[config.mk]
export PLATFORM = sky130hd
export DESIGN_NAME = cache_read_arbiter
export DESIGN_NICKNAME = d
export VERILOG_FILES = /design/src/rtl/cache_read_arbiter_pkg.sv /design/src/rtl/cache_read_arbiter_rr_picker.sv /design/src/rtl/cache_read_arbiter.sv
export SDC_FILE = /design/constraint.sdc
export NUM_CORES = 1
export LEC_CHECK = 0
export ABC_AREA = 0
export ABC_CLOCK_PERIOD_IN_PS = 2300
export BUFFER_PORTS_ARGS = -buffer_cell sky130_fd_sc_hd__clkbuf_2
export CAP_MARGIN = 10
export CORE_UTILIZATION = 42
export DETAILED_ROUTE_END_ITERATION = 16
export GPL_TIMING_DRIVEN = 0
export PLACE_DENSITY = 0.81
export SETUP_SLACK_MARGIN = 0.1
export SYNTH_ARGS = -nofsm -noshare
export SYNTH_HDL_FRONTEND = slang
export SYNTH_SLANG_ARGS = --single-unit
[constraint.sdc]
create_clock -name clk -period 2.3 [get_ports clk]
set_clock_uncertainty 0.1 [all_clocks]
set_input_delay 0.23 -clock clk [delete_from_list [all_inputs] [get_ports clk]]
set_output_delay 0.23 -clock clk [all_outputs]
set_load 0.02 [all_outputs]
[src/rtl/cache_read_arbiter_pkg.sv]
// Shared request type for the cache read arbiter.
// The request layout is fixed here so that every requester and the read interface agree on it.
package cache_read_arbiter_pkg;

   localparam int ID_LEN    = 2;
   localparam int LEN_BITS  = 8;
   localparam int ADDR_BITS = 10;

   typedef struct packed {
      logic [31:0]          mmioData;
      logic                 mmio;
      logic [LEN_BITS-1:0]  len;
      logic [ADDR_BITS-1:0] addr;
      logic [ID_LEN-1:0]    id;
   } CacheReadReq;

endpackage

[src/rtl/cache_read_arbiter_rr_picker.sv]
// Round-robin picker: selects the lowest set mask bit at or above rr_ptr, wrapping to 0.
// Outputs the one-hot grant and the binary winner index.
module rr_picker #(
   parameter int NUM_REQ = 3,
   localparam int PTR_W = $clog2(NUM_REQ)
) (
   input  logic [NUM_REQ-1:0] req_mask,
   input  logic [PTR_W-1:0]   rr_ptr,
   output logic [NUM_REQ-1:0] grant,
   output logic [PTR_W-1:0]   winner
);

   logic [NUM_REQ-1:0] upper_mask;
   logic [NUM_REQ-1:0] sel_mask;

   for (genvar gi = 0; gi < NUM_REQ; gi++) begin : g_upper
      assign upper_mask[gi] = req_mask[gi] && (PTR_W'(gi) >= rr_ptr);
   end

   // Requests at or above the pointer win first; otherwise fall back to the wrapped search.
   assign sel_mask = (|upper_mask) ? upper_mask : req_mask;

   always_comb begin
      winner = '0;
      grant  = '0;
      for (int i = NUM_REQ - 1; i >= 0; i--) begin
         if (sel_mask[i]) begin
            winner = PTR_W'(i);
         end
      end
      grant[winner] = |sel_mask;
   end

endmodule

[src/rtl/cache_read_arbiter.sv]
// Round-robin arbiter feeding a one-entry request slot, with an outstanding-transfer limit.
// Optional MMIO priority: define CACHE_READ_ARB_MMIO_PRIO_EN.
module cache_read_arbiter
   import cache_read_arbiter_pkg::*;
#(
   parameter int NUM_REQ = 3,
   parameter int MAX_OUT = 2,
   localparam int PTR_W = $clog2(NUM_REQ),
   localparam int OUT_W = $clog2(MAX_OUT + 1)
) (
   input  logic                clk,
   input  logic                rst,
   input  logic [NUM_REQ-1:0]  IN_reqValid,
   output logic [NUM_REQ-1:0]  OUT_reqReady,
   input  CacheReadReq         IN_req [NUM_REQ],
   output logic                OUT_valid,
   output CacheReadReq         OUT_req,
   input  logic                IN_ready,
   input  logic                IN_strValid,
   input  logic                IN_strReady,
   input  logic                IN_strLast,
   output logic [OUT_W-1:0]    OUT_outstanding
);

   logic               out_valid_reg, out_valid_next;
   CacheReadReq        out_req_reg, out_req_next;
   logic [PTR_W-1:0]   rr_ptr_reg, rr_ptr_next;
   logic [OUT_W-1:0]   outstanding_reg, outstanding_next;

   logic               slot_free;
   logic               completion;
   logic               cpl_counted;
   logic               grant_en;
   logic [NUM_REQ-1:0] pick_mask;
   logic [NUM_REQ-1:0] pick_grant;
   logic [PTR_W-1:0]   winner;

   assign slot_free   = !out_valid_reg || IN_ready;
   assign completion  = IN_strValid && IN_strReady && IN_strLast;
   assign cpl_counted = completion && (outstanding_reg != '0);

   // The limit uses the registered count only, so a same-cycle completion never frees a slot early.
   assign grant_en = !rst && slot_free && (|IN_reqValid)
                     && (outstanding_reg < OUT_W'(MAX_OUT));

`ifdef CACHE_READ_ARB_MMIO_PRIO_EN
   logic [NUM_REQ-1:0] mmio_valid;

   for (genvar gi = 0; gi < NUM_REQ; gi++) begin : g_mmio
      assign mmio_valid[gi] = IN_reqValid[gi] && IN_req[gi].mmio;
   end

   assign pick_mask = (|mmio_valid) ? mmio_valid : IN_reqValid;
`else
   assign pick_mask = IN_reqValid;
`endif

   rr_picker #(
      .NUM_REQ (NUM_REQ)
   ) u_picker (
      .req_mask (pick_mask),
      .rr_ptr   (rr_ptr_reg),
      .grant    (pick_grant),
      .winner   (winner)
   );

   assign OUT_reqReady    = grant_en ? pick_grant : '0;
   assign OUT_valid       = out_valid_reg;
   assign OUT_req         = out_req_reg;
   assign OUT_outstanding = outstanding_reg;

   always_comb begin
      out_valid_next   = out_valid_reg;
      out_req_next     = out_req_reg;
      rr_ptr_next      = rr_ptr_reg;
      outstanding_next = outstanding_reg;

      if (grant_en) begin
         out_valid_next = 1'b1;
         out_req_next   = IN_req[winner];
         rr_ptr_next    = (winner == PTR_W'(NUM_REQ - 1)) ? '0 : winner + 1'b1;
      end else if (IN_ready) begin
         out_valid_next = 1'b0;
      end

      if (grant_en && !cpl_counted) begin
         outstanding_next = outstanding_reg + 1'b1;
      end else if (!grant_en && cpl_counted) begin
         outstanding_next = outstanding_reg - 1'b1;
      end
   end

   always_ff @(posedge clk or posedge rst) begin
      if (rst) begin
         out_valid_reg   <= 1'b0;
         out_req_reg     <= '0;
         rr_ptr_reg      <= '0;
         outstanding_reg <= '0;
      end else begin
         out_valid_reg   <= out_valid_next;
         out_req_reg     <= out_req_next;
         rr_ptr_reg      <= rr_ptr_next;
         outstanding_reg <= outstanding_next;
      end
   end

   // A last beat with nothing outstanding is dropped; flag it so the upstream bug is visible.
   a_no_spurious_completion: assert property (
      @(posedge clk) disable iff (rst) !(completion && outstanding_reg == '0))
      else $warning("cache_read_arbiter: completion with no outstanding transfer ignored");

endmodule

==> results.md, run 1 <==
* Root Driver: clkbuf_8
* ANT nets after route at 0
* WP data required at just under 2 ns
* Gr usage total at 23.0%
* Area share of the largest cell type after synthesis at between 40% and 50%
* H-Tree Depth at 3
* Num rows at 32
* Detailed Route Iter0 Violations at 135
* Boundary Pins at approximately 230
* RSZ-0062 raised after global routing: no
* Core ar. at 7730 µm²
* Area delta synth->final at 46.1%
* Die width at 91.6 µm
* First-pass GRT wire length at approximately 15,000 µm
* Outcome: finished clean
* Via Count at ~3,400
* Core Util, Final at a little under two thirds
* Final Cell Area at just under 5000 µm²
* Routed wire per std cell at 14.4 µm
* Max VDD drop at 0.000575 V
* Fraction of layout cells with a size suffix above 1 at just over 50%
* Net Count, Synth at 497
* Worst Path Arrival at roughly 1.8 ns
* GR Overflow Total at 0
* Max Slew Vio Count at 0
* Largest register FFs at 53
* Tcrit/Tclk final at about 90%
* Synthesis Warnings at 0
* Final setup viols at 0
* Diode count at 0
* Placement Cell Area at roughly 4600 µm²
* Synth cell count leaders: dfrtp_1 (58), inv_1 (56), nor2_1 (56)
* CP Class: reg -> out
* Maximum capacitance violations at 0
* Initial core utilization at 43.6%
* Inserted Clock Buffers at 9
* Largest cells by area after synthesis: dfrtp_1 (43%), mux2i_1 (16%), a221oi_1 (8.8%)
* Rel. slew slack at 58.5%
* Achievable Freq at approximately 470 MHz
* TritonRoute pass-1 iters at 4
* Filler Cell Count at around 660
* Die area at about 8400 µm²
* Yosys reg bits at 58
* Synth Cell Area at 3370 µm²
* Leakage at 2.79 nW
* Avg Cell Area, Syn at roughly 10 µm²
* Hold Path Class: in -> reg
* Ys flop type: dfrtp_1
* Clock Latency Late Sink at roughly 0.32 ns
* Final TNS setup at 0 ns
* Post-synth cell types at 31
* Pwr/cell area at approximately 1100 nW/µm²
* WL final at between 9000 and 10,000 µm
* CTS tree: done
* Slew @ Worst Pin at between 0.6 and 0.7 ns
* DP Wirelength at between 7000 and 8000 µm
* Clk buf depth at 2
* Drt drc at 0
* Vias in the first global route at about 3,300
* IO Port Bufs at 226
* Clk sinks at slightly below 60
* Largest net degree at the start of global routing at 31
* Nets@finish at roughly 740
* DR vias/cell at 5.04
* Fraction of registers with async set/reset at 100%
* CTS clock-pin slew for the worst setup and hold paths at about 0.07 ns
* Final RePlAce weighted congestion at approximately 0.77
* Fin. Hold Viols at 0
* Initial antenna violation count at 0
* Element type at the critical path end: output pin
* Final Critical Period at ~2.1 ns
* DIE HEIGHT at 91.6 µm
* Count leader, synth: dfrtp_1
* Crit path max fanout at 10
* Final WS setup at 0.170 ns
* Yosys top cell by area: dfrtp_1
* Post-synth EDFFs at 0
* Sequential area share after synthesis at 43.1%
* Syn Inst Count at 328
* Worst slack, placed at -0.0291 ns
* Worst setup SP type: flop
## cell type report
| cell class | count | area [µm²] | area share [%] |
|---|---|---|---|
| Multi-Input combinational cell | 192 | 1580 | 32.1 |
| Sequential cell | 58 | 1450 | 29.5 |
| Timing Repair Buffer | 230 | 1180 | 24.0 |
| Inverter | 56 | 210 | 4.27 |
| Clock buffer | 13 | 169 | 3.43 |
| Buffer | 22 | 166 | 3.38 |
| Tap cell | 102 | 128 | 2.59 |
| Clock inverter | 2 | 35.0 | 0.712 |
## through the flow
step                hold slack, ns  std cells  total power [mW]
floorplan                    0.269        328              3.66
global placement             0.358        656              4.53
detailed placement           0.264        657              4.63
CTS                         0.0133        674              5.62
global route                0.0177        675              5.99
finish                      0.0291        675              5.63
## kinds of logic after synthesis
logic type | Yosys count | synth area share, %
buffers and inverters | 78 | 10.9
AND/OR/NAND/NOR | 71 | 9.51
AO/OA/AOI/OAI | 64 | 19.6
flip-flops | 58 | 43.1
multiplexers | 53 | 15.8
XOR/XNOR | 3 | 0.780
adder cells (fa/ha/maj) | 1 | 0.371
## routing by layer
metal / wire length, µm / track usage (%) / vias up
li1: - / - / 1642
met1: 4150 / 28.7 / 1584
met2: 4820 / 40.2 / 156
met3: 614 / 4.10 / 17
met4: 174 / 7.28 / 0
met5: 0 / 0 / -
## power breakdown
| part | internal [mW] | total, mW | switching, mW |
|---|---|---|---|
| clock | 0.582 | 0.964 | 0.382 |
| combinational | 1.16 | 2.82 | 1.67 |
| sequential | 1.52 | 1.84 | 0.315 |
| total | 3.26 | 5.63 | 2.36 |
## repair_timing
| item | in CTS | in global routing |
|---|---|---|
| setup endpoints to repair | 34 | 34 |
| hold buffers | 1 | 0 |
| resized for setup | 5 | 12 |
| pin swaps | 1 | 0 |
| buffers inserted | 1 | 1 |
| hold endpoints to repair | 28 | 0 |
## critical path, cell delays in order, from the launching register on
cell and delay [ns]:
dfrtp_1 0.43, nor2_1 0.18, nand2_2 0.17, nor3b_4 0.29, buf_6 0.21, clkbuf_2 0.19
## cells in the final DEF (no fill, tap or decap), drive strengths merged, types with 2 or more instances in the layout
cell type,n
nor2,56
mux2i,53
dfrtp,58
nand2b,2
clkbuf,241
o21a,2
or2,2
nand2,2
nor3,3
inv,56
nor2b,2
buf,23
a221oi,53
xor2,2
nor3b,3
o21ai,3
## worst paths after layout
path                                       to  slack [ns]               start  cells after the start
max                           OUT_reqReady[2]        0.17  OUT_outstanding[1]                      5
min                               OUT_req[26]        0.03          IN_req[26]                      3
max reg2reg                OUT_outstanding[1]        0.24  OUT_outstanding[1]                      8
min reg2reg                OUT_outstanding[0]        0.45  OUT_outstanding[0]                      1
max in group asynchronous       rr_ptr_reg[0]        1.05                 rst                      4
min in group asynchronous  OUT_outstanding[1]        0.46                 rst                      3
Power figures use the tool's default switching activity.
==> inputs of run 2 (changes only) <==
- CORE_MARGIN: unset -> 4
- CTS_CLUSTER_DIAMETER: unset -> 100
- PLACE_DENSITY: 0.81 -> 0.82
==> results.md, run 2 (synthesized netlist as in run 1, its figures left out) <==
* First-pass GRT wire length at approximately 17,000 µm
* Final RePlAce weighted congestion at between 0.9 and 1
* CTS tree: done
* Detailed Route Iter0 Violations at 84
* Tcrit/Tclk final at between 90 and 100%
* Crit path max fanout at 10
* Fraction of layout cells with a size suffix above 1 at between 50% and 60%
* Pwr/cell area at about 1100 nW/µm²
* Tot Pwr at around 5.6 mW
* Core ar. at slightly below 8000 µm²
* Worst slack, placed at -0.0190 ns
* DP Wirelength at 8370 µm
* H-Tree Depth at 3
* WP data required at between 1.5 and 2 ns
* CP Class: reg -> out
* Rel. slew slack at a little under three fifths
* Final Critical Period at between 2 and 2.5 ns
* Worst setup SP type: flop
* Worst R2R Path Depth at 8
* Most frequent cells in the layout: clkbuf_2 (227), dfrtp_1 (56), nor2_1 (56)
* Via Count at around 3,400
* Worst Path Arrival at between 1.5 and 2 ns
* WL final at about 11,000 µm
* Element type at the critical path end: output pin
* Max Slew Vio Count at 0
* Hold Path Class: in -> reg
* DIE HEIGHT at 97.6 µm
* TritonRoute pass-1 iters at 4
* Outcome: finished clean
* Vias in the first global route at between 3,000 and 4,000
* Initial antenna violation count at 0
* Hold Path Cell Cnt at 3
* ANT nets after route at 0
* GR Overflow Total at 0
* Boundary Pins at roughly 230
* Max VDD drop at between 0.0006 and 0.0007 V
* Root Driver: clkbuf_8
* Die width at ~100 µm
* Routed wire per std cell at around 16 µm
* Filler Cell Count at 655
* CTS clock-pin slew for the worst setup and hold paths at about 0.070 ns
* Gr usage total at between 20 and 25%
* Drt drc at 0
* Inserted Clock Buffers at 9
* Largest register FFs at 53
* Die area at roughly 9500 µm²
* Leakage at around 2.8 nW
* Nets@finish at between 700 and 800
* Clk sinks at 58
* Clk buf depth at 2
* Slew @ Worst Pin at approximately 0.64 ns
* Achievable Freq at 466 MHz
* Clock Latency Late Sink at around 0.33 ns
* DR vias/cell at between 5 and 6
* Commonest non-fill, non-tap cell in the layout: clkbuf_2
* Area delta synth->final at 48.0%
* Final setup viols at 0
* Initial core utilization at between 40% and 50%
* RSZ-0062 raised after global routing: yes
* Final WS setup at 0.154 ns
* Maximum capacitance violations at 0
* Largest net degree at the start of global routing at 31
* Fin. Hold Viols at 0
* Diode count at 0
* Num rows at 32
* IO Port Bufs at between 200 and 250
==> run 2: critical path: stages, from the launching register on <==
cell and delay, ns:
dfrtp_2 0.47, nor2b_4 0.14, o21ai_1 0.07, buf_4 0.19, buf_6 0.17, a211oi_2 0.22
clkbuf_4 0.21
==> run 2: power breakdown <==
group / total [mW] / internal, mW / switching (mW)
combinational: 2.91 / 1.20 / 1.70
clock: 0.828 / 0.438 / 0.390
sequential: 1.85 / 1.52 / 0.323
==> run 2: cell type report <==
type	count	area [µm²]	area share, %
clock inverter	3	15.0	0.301
sequential	58	1450	29.2
multi-input combinational	192	1590	31.8
inverter	56	210	4.22
timing repair buffer	239	1270	25.6
tap	102	128	2.56
buffer	22	164	3.29
clock buffer	12	155	3.11
==> run 2: timing repair <==
item,in CTS,in global routing
hold endpoints to repair,29,1
setup endpoints to repair,33,34
hold buffers,1,1
setup buffers,1,9
pin swaps,1,1
resized for setup,5,12
==> run 2: layer usage <==
metal  routed length, µm  global-route usage [%]  vias up
met1                3910                    25.8     1588
met3                 991                    6.60       20
met4                 200                    6.82        0
li1                    -                       -     1657
met2                5510                    39.1      176
met5                   0                       0        -
==> run 2: metrics by stage <==
stage	instances	setup TNS [ns]	instance area [µm²]	hold slack [ns]	util (%)
after floorplan	328	0	3370	0.269	-
after global placement	656	-8.12	4630	0.358	59.6
after detailed placement	657	-0.0370	4650	0.255	59.8
after CTS	674	0	4850	0.00286	62.5
after global routing	684	0	4980	0.00117	64.2
final	684	0	4980	0.0159	64.2
==> run 2: final timing paths <==
check,end,startpoint,slack (ns)
max,OUT_reqReady[1],rr_ptr_reg[1],0.15
min,OUT_req[39],IN_req[39],0.02
max reg2reg,OUT_outstanding[1],OUT_outstanding[1],0.15
min reg2reg,OUT_outstanding[1],OUT_outstanding[1],0.44
max in group asynchronous,OUT_req[32],rst,1.07
min in group asynchronous,OUT_valid,rst,0.44
==> inputs of run 3 (changes only) <==
- CORE_ASPECT_RATIO: unset -> 0.75
- RECOVER_POWER: unset -> 25
==> results.md, run 3 (synthesized netlist as in run 1, its figures left out) <==
* Outcome: finished clean
* Fraction of layout cells with a size suffix above 1 at 48.3%
* Max VDD drop at 0.000666 V
* Worst Path Arrival at ~2.2 ns
* Multi-input logic area at about 1600 µm²
* Initial core utilization at 44.5%
* Leakage at between 2 and 3 nW
* Tcrit/Tclk final at just over 90%
* CTS clock-pin slew for the worst setup and hold paths at 0.07 ns
* Final RePlAce weighted congestion at slightly below 0.9
* Vias in the first global route at roughly 3,600
* Area delta synth->final at 45.4%
* Crit path largest cell delay at between 0.4 and 0.5 ns
* Fin. Hold Viols at 0
* DIE HEIGHT at 85.6 µm
* Routed wire per std cell at between 15 and 20 µm
* CP cell instances: or2_2, nor3b_1, clkbuf_4, buf_4, ha_1, xor2_1, nor2_1, xor2_1
* Critical path's slowest cell: dfrtp_1
* Boundary Pins at approximately 230
* Final setup viols at 0
* Clk buf depth at 2
* WL final at between 10,000 and 15,000 µm
* Initial antenna violation count at 0
* Drt drc at 0
* Largest register FFs at between 50 and 60
* Element type at the critical path end: flop
* DP Wirelength at approximately 8500 µm
* First-pass GRT wire length at approximately 17,000 µm
* Core Util, Final at 64.7%
* CP Class: reg -> reg
* Crit path max fanout at 10
* GR Overflow Total at 0
* ANT nets after route at 0
* Nets@finish at roughly 740
* Core ar. at 7570 µm²
* Critical path buffer and inverter count at 2
* Root Driver: clkbuf_8
* Gr usage total at roughly 22%
* Filler Cell Count at roughly 660
* Most common cell on crit path: xor2_1
* DR vias/cell at roughly 5.0
* Clock Latency Late Sink at 0.33 ns
* Worst hold slack at 0.0231 ns
* RSZ-0062 raised after global routing: yes
* Most frequent cells in the layout: clkbuf_2 (208), dfrtp_1 (56), inv_1 (56), nor2_1 (56), mux2i_1 (53)
* Achievable Freq at 472 MHz
* Final Critical Period at 2.12 ns
* Commonest non-fill, non-tap cell in the layout: clkbuf_2
* Via Count at between 3,000 and 4,000
* CTS tree: done
* Reg2Reg Setup Slack at around 0.18 ns
* Diode count at 0
* Max Slew Vio Count at 0
* Die width at about 110 µm
* Maximum capacitance violations at 0
* Top delay family on crit path: simple AND/OR/NAND/NOR gates
* Num rows at 27
* Inserted Clock Buffers at 9
* IO Port Bufs at 226
* WP data required at 2.41 ns
* H-Tree Depth at 3
* Sequential cell area at approximately 1500 µm²
* Die area at around 9500 µm²
* Clk sinks at between 50 and 60
* Slew @ Worst Pin at about 0.95 ns
* Largest net degree at the start of global routing at 35
* Hold Path Class: in -> reg
* Pwr/cell area at ~1100 nW/µm²
* Detailed Route Iter0 Violations at 110
* TritonRoute pass-1 iters at 4
* Worst setup SP type: flop
* Rel. slew slack at a little under two fifths
run 3: cell count changes in the layout (fill, tap and decap cells not counted):
cell / change
inv_1: +1
clkbuf_1: +18
inv_2: -1
clkbuf_8: +2
buf_6: +2
a211oi_2: -1
clkinv_2: -1
dlygate4sd3_1: -1
clkbuf_4: -1
buf_12: -2
clkbuf_2: -19
a211oi_4: +1
buf_4: -7
run 3: repair_timing:
action | in CTS | in global routing
setup endpoints to repair | 53 | 34
hold endpoints to repair | 24 | 0
gates resized for setup | 3 | 18
hold buffers | 1 | 0
pin swaps | 1 | 2
setup buffers | 1 | 1
run 3: per-stage QoR:
stage                     instances  setup slack, ns   TNS, ns  area [µm²]  power, mW
final                           674            0.183         0        4900       5.55
after global routing            674           0.0878         0        4900       5.94
after CTS                       673         -0.00597  -0.00597        4860       5.60
after detailed placement        656         -0.00948   -0.0175        4650       4.67
after global placement          655           -0.235    -13.46        4630       4.55
after floorplan                 328            0.248         0        3370       3.66
run 3: layout make-up:
class	instances	area share [%]
multi-input combinational	192	32.5
sequential	58	29.7
timing repair buffer	230	23.7
inverter	56	4.29
clock buffer	13	3.65
buffer	22	3.42
tap	101	2.58
clock inverter	2	0.204
run 3: worst register-to-register path: cells and delay by family (launching register included):
family        cells  cell delay [ns]
fa+ha+maj         1             0.17
flops             1             0.42
xor+xnor          2             0.28
buf+inv           2             0.44
simple gates      3             0.58
run 3: per-layer routing:
metal / GRT usage (%) / up-vias / part of all wire (%)
met5: 0 / - / 0
met4: 7.51 / 0 / 1.3
met3: 6.63 / 14 / 8.5
met2: 41.8 / 154 / 53
met1: 24.1 / 1574 / 37
li1: - / 1637 / -
run 3: worst paths after layout:
| path | start | to | cells after the start |
|---|---|---|---|
| min | IN_req[42] | OUT_req[42] | 3 |
| max reg2reg | OUT_outstanding[1] | OUT_outstanding[1] | 8 |
| max in group asynchronous | rst | OUT_req[44] | 4 |
| min in group asynchronous | rst | OUT_outstanding[1] | 3 |
| max | OUT_outstanding[1] | OUT_outstanding[1] | 8 |
| min reg2reg | OUT_outstanding[1] | OUT_outstanding[1] | 1 |
run 3: where the power goes:
part	total, mW	internal [mW]	switching, mW
Clock	0.886	0.499	0.387
Sequential	1.86	1.52	0.333
Combinational	2.81	1.12	1.69
